### config.mk
export PLATFORM = sky130hd
export DESIGN_NAME = mem_port_arbiter
export DESIGN_NICKNAME = d
export VERILOG_FILES = /design/src/rtl/mem_port_arbiter.sv
export SDC_FILE = /design/constraint.sdc
export NUM_CORES = 1
export LEC_CHECK = 0
export ABC_AREA = 1
export CORE_UTILIZATION = 30
export CTS_BUF_LIST = sky130_fd_sc_hd__clkbuf_16
export CTS_CLUSTER_DIAMETER = 50
export DETAILED_ROUTE_END_ITERATION = 10
export MAX_ROUTING_LAYER = met4
export PLACE_DENSITY_LB_ADDON = 0.2
export SLEW_MARGIN = 10
export SYNTH_ARGS = -nofsm -noshare
export SYNTH_HDL_FRONTEND = slang
export SYNTH_SLANG_ARGS = --single-unit
### constraint.sdc
create_clock -name clk -period 2.8 [get_ports clk]
set_clock_uncertainty 0.2 [all_clocks]
set_input_delay 0.56 -clock clk [delete_from_list [all_inputs] [get_ports clk]]
set_output_delay 0.56 -clock clk [all_outputs]
set_load 0.01 [all_outputs]
### src/rtl/mem_port_arbiter.sv
// Shares one single-ported synchronous memory between IF fetch and M-stage load/store.
// Optional macro ARB_RR_EN: alternate grants when both sides are pending so fetch waits at most one data access.
module mem_port_arbiter #(
    parameter int unsigned ADDR_W      = 10,
    parameter int unsigned DATA_W      = 32,
    parameter int unsigned WAIT_CYCLES = 1
) (
    input  logic              clk,
    input  logic              rst_n,
    input  logic              if_req,
    input  logic [ADDR_W-1:0] if_addr,
    output logic [DATA_W-1:0] if_rdata,
    output logic              if_ack,
    output logic              if_stall,
    input  logic              d_req,
    input  logic              d_we,
    input  logic [ADDR_W-1:0] d_addr,
    input  logic [DATA_W-1:0] d_wdata,
    output logic [DATA_W-1:0] d_rdata,
    output logic              d_ack,
    output logic              d_stall,
    output logic              mem_en,
    output logic              mem_we,
    output logic [ADDR_W-1:0] mem_addr,
    output logic [DATA_W-1:0] mem_wdata,
    input  logic [DATA_W-1:0] mem_rdata,
    output logic              busy
);

    localparam int unsigned CNT_W = (WAIT_CYCLES < 1) ? 1 : $clog2(WAIT_CYCLES + 1);

    if (WAIT_CYCLES < 1) begin : g_bad_wait
        $error("mem_port_arbiter: WAIT_CYCLES must be >= 1");
    end

    typedef enum logic [1:0] {
        IDLE   = 2'd0,
        BUSY_I = 2'd1,
        BUSY_D = 2'd2
    } state_e;

    state_e            state_q, state_d;
    logic [CNT_W-1:0]  cnt_q, cnt_d;
    logic              mem_en_q, mem_en_d;
    logic              mem_we_q, mem_we_d;
    logic [ADDR_W-1:0] mem_addr_q, mem_addr_d;
    logic [DATA_W-1:0] mem_wdata_q, mem_wdata_d;
    logic [DATA_W-1:0] if_rdata_q, if_rdata_d;
    logic [DATA_W-1:0] d_rdata_q, d_rdata_d;
    logic              if_ack_q, if_ack_d;
    logic              d_ack_q, d_ack_d;
    logic              pick_data_c;

`ifdef ARB_RR_EN
    logic last_d_q, last_d_d;
    // Yield to a pending fetch right after a data grant.
    assign pick_data_c = d_req & ~(if_req & last_d_q);
`else
    assign pick_data_c = d_req;
`endif

    always_comb begin
        state_d     = state_q;
        cnt_d       = cnt_q;
        mem_en_d    = mem_en_q;
        mem_we_d    = mem_we_q;
        mem_addr_d  = mem_addr_q;
        mem_wdata_d = mem_wdata_q;
        if_rdata_d  = if_rdata_q;
        d_rdata_d   = d_rdata_q;
        if_ack_d    = 1'b0;
        d_ack_d     = 1'b0;
`ifdef ARB_RR_EN
        last_d_d    = last_d_q;
`endif
        case (state_q)
            IDLE: begin
                if (pick_data_c) begin
                    state_d     = BUSY_D;
                    cnt_d       = CNT_W'(WAIT_CYCLES);
                    mem_en_d    = 1'b1;
                    mem_we_d    = d_we;
                    mem_addr_d  = d_addr;
                    mem_wdata_d = d_wdata;
`ifdef ARB_RR_EN
                    last_d_d    = 1'b1;
`endif
                end else if (if_req) begin
                    state_d    = BUSY_I;
                    cnt_d      = CNT_W'(WAIT_CYCLES);
                    mem_en_d   = 1'b1;
                    mem_we_d   = 1'b0;
                    mem_addr_d = if_addr;
`ifdef ARB_RR_EN
                    last_d_d   = 1'b0;
`endif
                end
            end
            BUSY_I, BUSY_D: begin
                if (cnt_q > CNT_W'(1)) begin
                    cnt_d = cnt_q - CNT_W'(1);
                end else begin
                    // Last held cycle: capture read data, release the memory, ack next cycle.
                    state_d  = IDLE;
                    cnt_d    = '0;
                    mem_en_d = 1'b0;
                    mem_we_d = 1'b0;
                    if (state_q == BUSY_I) begin
                        if_rdata_d = mem_rdata;
                        if_ack_d   = 1'b1;
                    end else begin
                        d_ack_d = 1'b1;
                        if (!mem_we_q) begin
                            d_rdata_d = mem_rdata;
                        end
                    end
                end
            end
            default: begin
                state_d = IDLE;
            end
        endcase
    end

    always_ff @(posedge clk or negedge rst_n) begin
        if (!rst_n) begin
            state_q     <= IDLE;
            cnt_q       <= '0;
            mem_en_q    <= 1'b0;
            mem_we_q    <= 1'b0;
            mem_addr_q  <= '0;
            mem_wdata_q <= '0;
            if_rdata_q  <= '0;
            d_rdata_q   <= '0;
            if_ack_q    <= 1'b0;
            d_ack_q     <= 1'b0;
`ifdef ARB_RR_EN
            last_d_q    <= 1'b0;
`endif
        end else begin
            state_q     <= state_d;
            cnt_q       <= cnt_d;
            mem_en_q    <= mem_en_d;
            mem_we_q    <= mem_we_d;
            mem_addr_q  <= mem_addr_d;
            mem_wdata_q <= mem_wdata_d;
            if_rdata_q  <= if_rdata_d;
            d_rdata_q   <= d_rdata_d;
            if_ack_q    <= if_ack_d;
            d_ack_q     <= d_ack_d;
`ifdef ARB_RR_EN
            last_d_q    <= last_d_d;
`endif
        end
    end

    assign mem_en    = mem_en_q;
    assign mem_we    = mem_we_q;
    assign mem_addr  = mem_addr_q;
    assign mem_wdata = mem_wdata_q;
    assign if_rdata  = if_rdata_q;
    assign d_rdata   = d_rdata_q;
    assign if_ack    = if_ack_q;
    assign d_ack     = d_ack_q;
    assign busy      = (state_q != IDLE);
    assign if_stall  = if_req & ~if_ack_q;
    assign d_stall   = d_req & ~d_ack_q;

endmodule

## Word-level counts from Yosys, hierarchy flattened

Cells that the tools add are included.

| storage, ports and cells | value |
|---|---|
| register bits | 113 |
| logic and storage cells | 56 |

| operators by class | value |
|---|---|
| $add $sub $neg | 1 |
| magnitude comparators | 1 |
| equality and inequality tests | 4 |
| mux-type cells | 21 |
| bitwise logic cells | 7 |
| reductions and logical operators | 12 |

Operator list:

| operator | number |
|---|---|
| two-way mux 10 bit | 2 |
| two-way mux 1 bit | 12 |
| AND reduction 2 bit | 4 |
| two-way mux 2 bit | 3 |
| case mux 1 bit (2 select lines) | 3 |
| AND reduction 3 bit | 2 |
| nonzero test 2 bit | 3 |
| inverter 1 bit | 5 |
| case mux 2 bit (2 select lines) | 1 |
| AND reduction 4 bit | 1 |
| inequality test 3 bit (second input constant) | 1 |
| bitwise AND 1 bit | 2 |
| equality test 2 x 1 -> 1 bit (second input constant) | 1 |
| equality test 2 bit (second input constant) | 1 |
| logical NOT 2 bit | 1 |
| inequality test 2 bit (second input constant) | 1 |
| OR reduction 2 bit | 1 |
| greater-than comparator 1 bit (second input constant) | 1 |
| subtractor 1 bit (second input constant) | 1 |

## Logic depth before layout (Yosys ltp)

| depth | value |
|---|---|
| depth after elaboration | 4 |
| depth in mapped cells | 8 |

## Worst setup path before layout

No wires, ideal clock.

| path | value |
|---|---|
| path type | input -> output |
| from | input port d_req |
| to | output port d_stall |
| arrival | 1058 ps |
| data required time | 2040 ps |
| path slack | 982 ps |
| stages on the path | 4 |
| path buffers | 2 |
| cell sequence | buf_4 -> inv_2 -> buf_2 -> nor2_1 |

| on the way | value |
|---|---|
| cells in the longest elaborated chain, start to end | 1 |

RTL lines:

| item | line | source |
|---|---|---|
| start, declared | 15 | `input logic d_req,` |
| bitwise AND 1 bit | 167 | `assign d_stall = d_req & ~d_ack_q;` |
| end, declared | 21 | `output logic d_stall,` |

No other way between the ends.

## Final worst setup path

Ends and elaborated chain as after synthesis.

==> results.toml <==
[status]
status = "complete, no violations"

[sta]
post-route-period-util = 0.901
hold_viol_final = 0
timing.final.crit_period_ns = 2.52
rsz0062_at_grt = "false"
drv_slew = 0
worstMarginPinSlew_ns = 0.644
fin_tns_setup_ns = 0
max_freq_mhz = 396
setup_viol = 0
relSlewSlack = 0.570

[synth]
synth_edf_count = 0
synthArstFlopShare = 1.00
netlist.area_leader.share = 0.620
synthCells = 500
muxShareOfSynthArea = 0
synth_top_flop_cell = "dfrtp_1"
post_synth_main_area_contributors = "dfrtp_1 62%, nand2_1 15%, nand3_1 5.0%"
synth_nets = 593
netlist_top_cells_count = "182 x nand2_1, 112 x dfrtp_1, 45 x nand3_1"
ys_seq_elements = 112
yosys.area_share.simple = 0.229
post_synth_xor_area_fraction = 0
synthAdderAreaFrac = 0.0111
synth.avg_cell_area_um2 = 9.03
synth_top_family_by_area = "simple AND/OR/NAND/NOR gates"
synthDistinctLibCells = 17
synth_area_mm2 = 0.00452
yosys_warnings = 0
synth_compound_area_frac = 0.0684
yosysTopAreaCell = "dfrtp_1"
ys_seq_area_frac = 0.620
yosysMostFrequentCell = "nand2_1"

[routing]
postRouteAntennaNets = 0
remaining_drc_errors = 0
wl_mm = 12.1
routed-via-count = 3896
vias_per_cell = 4.41
wl_per_cell_um = 13.7
dr.pass1.iters = 4
drt_iter0_markers = 201

[global_route]
grt.total_usage = 0.166
grt_max_degree = 66
antenna_found_initial = 0
overflow = 0
grt_pass1_wl_mm = 20.0
grt_pass1_vias = 3971

[layout]
fin_nets = 787
utilization = 0.481
diodes = 0
drive_gt1_frac = 0.0515
areaGrowthSynthToFinish_pct = 55.2

[placed_design]
io_buffers = 201
gp_congestion = 0.768
dpl.hpwl_mm = 8.53

[critical_path]
cpPeakStageDelay_ns = 0.54
cpMaxStageDelayCell = "clkdlybuf4s50_1"
critical_path_class = "in2out"
crit_top_cell = "clkdlybuf4s50_1"
critPathRequiredTime_ns = 2.04
cp.arrival_ns = 1.76
critPathCaptureType = "output port"
crit_chain = "clkdlybuf4s50_1 -> inv_2 -> nor2_1 -> clkdlybuf4s50_1"
worstPathMaxFanout = 3
timing.critical_path.from_type = "input port"

[pwr]
p_per_area_mw_per_mm2 = 1060
leakage_nw = 3.35
max-vdd-ir-drop_uv = 423

[clock_network]
clock_sinks = 112
cts_buffers = 9
path_clk_slew_ns = 0.08
clk_latency_ns = 0.34
root_buffer = "clkbuf_16"
htreeDepth = 3
cts_tree = "yes"
clk_path_buf_depth = 2

[floorplanning]
die_area_mm2 = 0.0156
die-height_um = 125
num_io_pins = 202
num_rows = 44
core_region_area_mm2 = 0.0146
start_util = 0.310
die_x_um = 125

[hold_path]
worstHoldPathType = "reg2reg"

[run]
maxCapViolations = 0
## state kept, by name, indices dropped and copies added (netlist names)
name,count
d_rdata,32
if_rdata,32
mem_wdata,32
mem_addr,10
state_q,2
cnt_q,1
d_ack,1
if_ack,1
mem_we,1
## power by group
| part | switching, W | total (W) | leakage (nW) | internal, W |
|---|---|---|---|---|
| Sequential | 0.000422 | 0.00276 | 1.35 | 0.00234 |
| Combinational | 0.00154 | 0.00327 | 1.84 | 0.00172 |
| Clock | 0.000591 | 0.00138 | 0.156 | 0.000786 |
## cell families after synthesis
| kind of cell | after synthesis |
|---|---|
| adder cells (fa/ha/maj) | 4 |
| AO/OA/AOI/OAI | 58 |
| AND/OR/NAND/NOR | 258 |
| buffers and inverters | 68 |
| flip-flops | 112 |
## placed cells by master, fill, tap and decap left out
cell type        Yosys  final
a21oi_1             25     25
buf_12               0      2
buf_4                4      8
bufinv_16            0      2
clkbuf_16            0      9
clkdlybuf4s50_1      0    200
clkinv_2             0      2
clkinv_4             0      1
clkinvlp_4           0      1
dfrtp_1            112    112
dlygate4sd3_1        0      1
ha_1                 4      3
ha_2                 0      1
inv_1               38     38
inv_2                2      2
inv_6                0      1
nand2_1            182    182
nand2_2              1      1
nand3_1             45     45
nor2_1              29     29
nor2_4               1      1
o21ai_0             13     13
o21ai_1             15     15
o21ai_2              5      5
## final timing paths
kind	from	end	slack, ns	depth (start not counted)
worst min-delay path	mem_wdata[11]$_DFFE_PN0P_	mem_wdata[11]$_DFFE_PN0P_	0.27	2
max in group asynchronous	rst_n	mem_wdata[28]$_DFFE_PN0P_	1.17	3
worst max-delay path	d_req	d_stall	0.28	4
min in group asynchronous	rst_n	if_rdata[1]$_DFFE_PN0P_	0.47	2
worst max register to register	state_q[1]$_DFFE_PN0P_	mem_wdata[30]$_DFFE_PN0P_	0.65	7
worst min register to register	mem_wdata[11]$_DFFE_PN0P_	mem_wdata[11]$_DFFE_PN0P_	0.27	2
## per-layer routing
layer	up-vias	track usage	wire (µm)
met5	-	-	0
met4	0	0.0617	170
met3	10	0.0399	813
met2	142	0.249	5440
met1	1802	0.217	5660
li1	1942	-	-
## worst max-delay path, delay by kind of cell
kind / cells / cell delay, ns
buf+inv: 3 / 1.11
simple gates: 1 / 0.08
## what timing repair did
action	4_1_cts	5_1_grt
gates resized for setup	0	0
endpoints found under the hold margin	27	0
hold buffers	1	0
setup buffers	0	0
setup endpoints to repair	0	0
## through the flow
stage	total power, W	area (µm²)	setup slack, ns	hold WS [ns]	std cells
final	0.00741	7010	0.278	0.274	883
after global routing	0.00793	7010	0.222	0.302	883
after CTS	0.00752	7010	0.276	0.277	883
after detailed placement	0.00610	6680	0.289	0.259	866
after global placement	0.00602	6680	0.289	0.253	866
after floorplan	0.00418	4520	0.982	0.0644	500
## cell type report
class	instances	area [µm²]
Clock buffer	9	225
Clock inverter	7	95.1
Fill cell	1368	7580
Inverter	40	150
Multi-Input combinational cell	320	1400
Sequential cell	112	2800
Tap cell	184	230
Timing Repair Buffer	211	2110
Power figures use the tool's default switching activity.
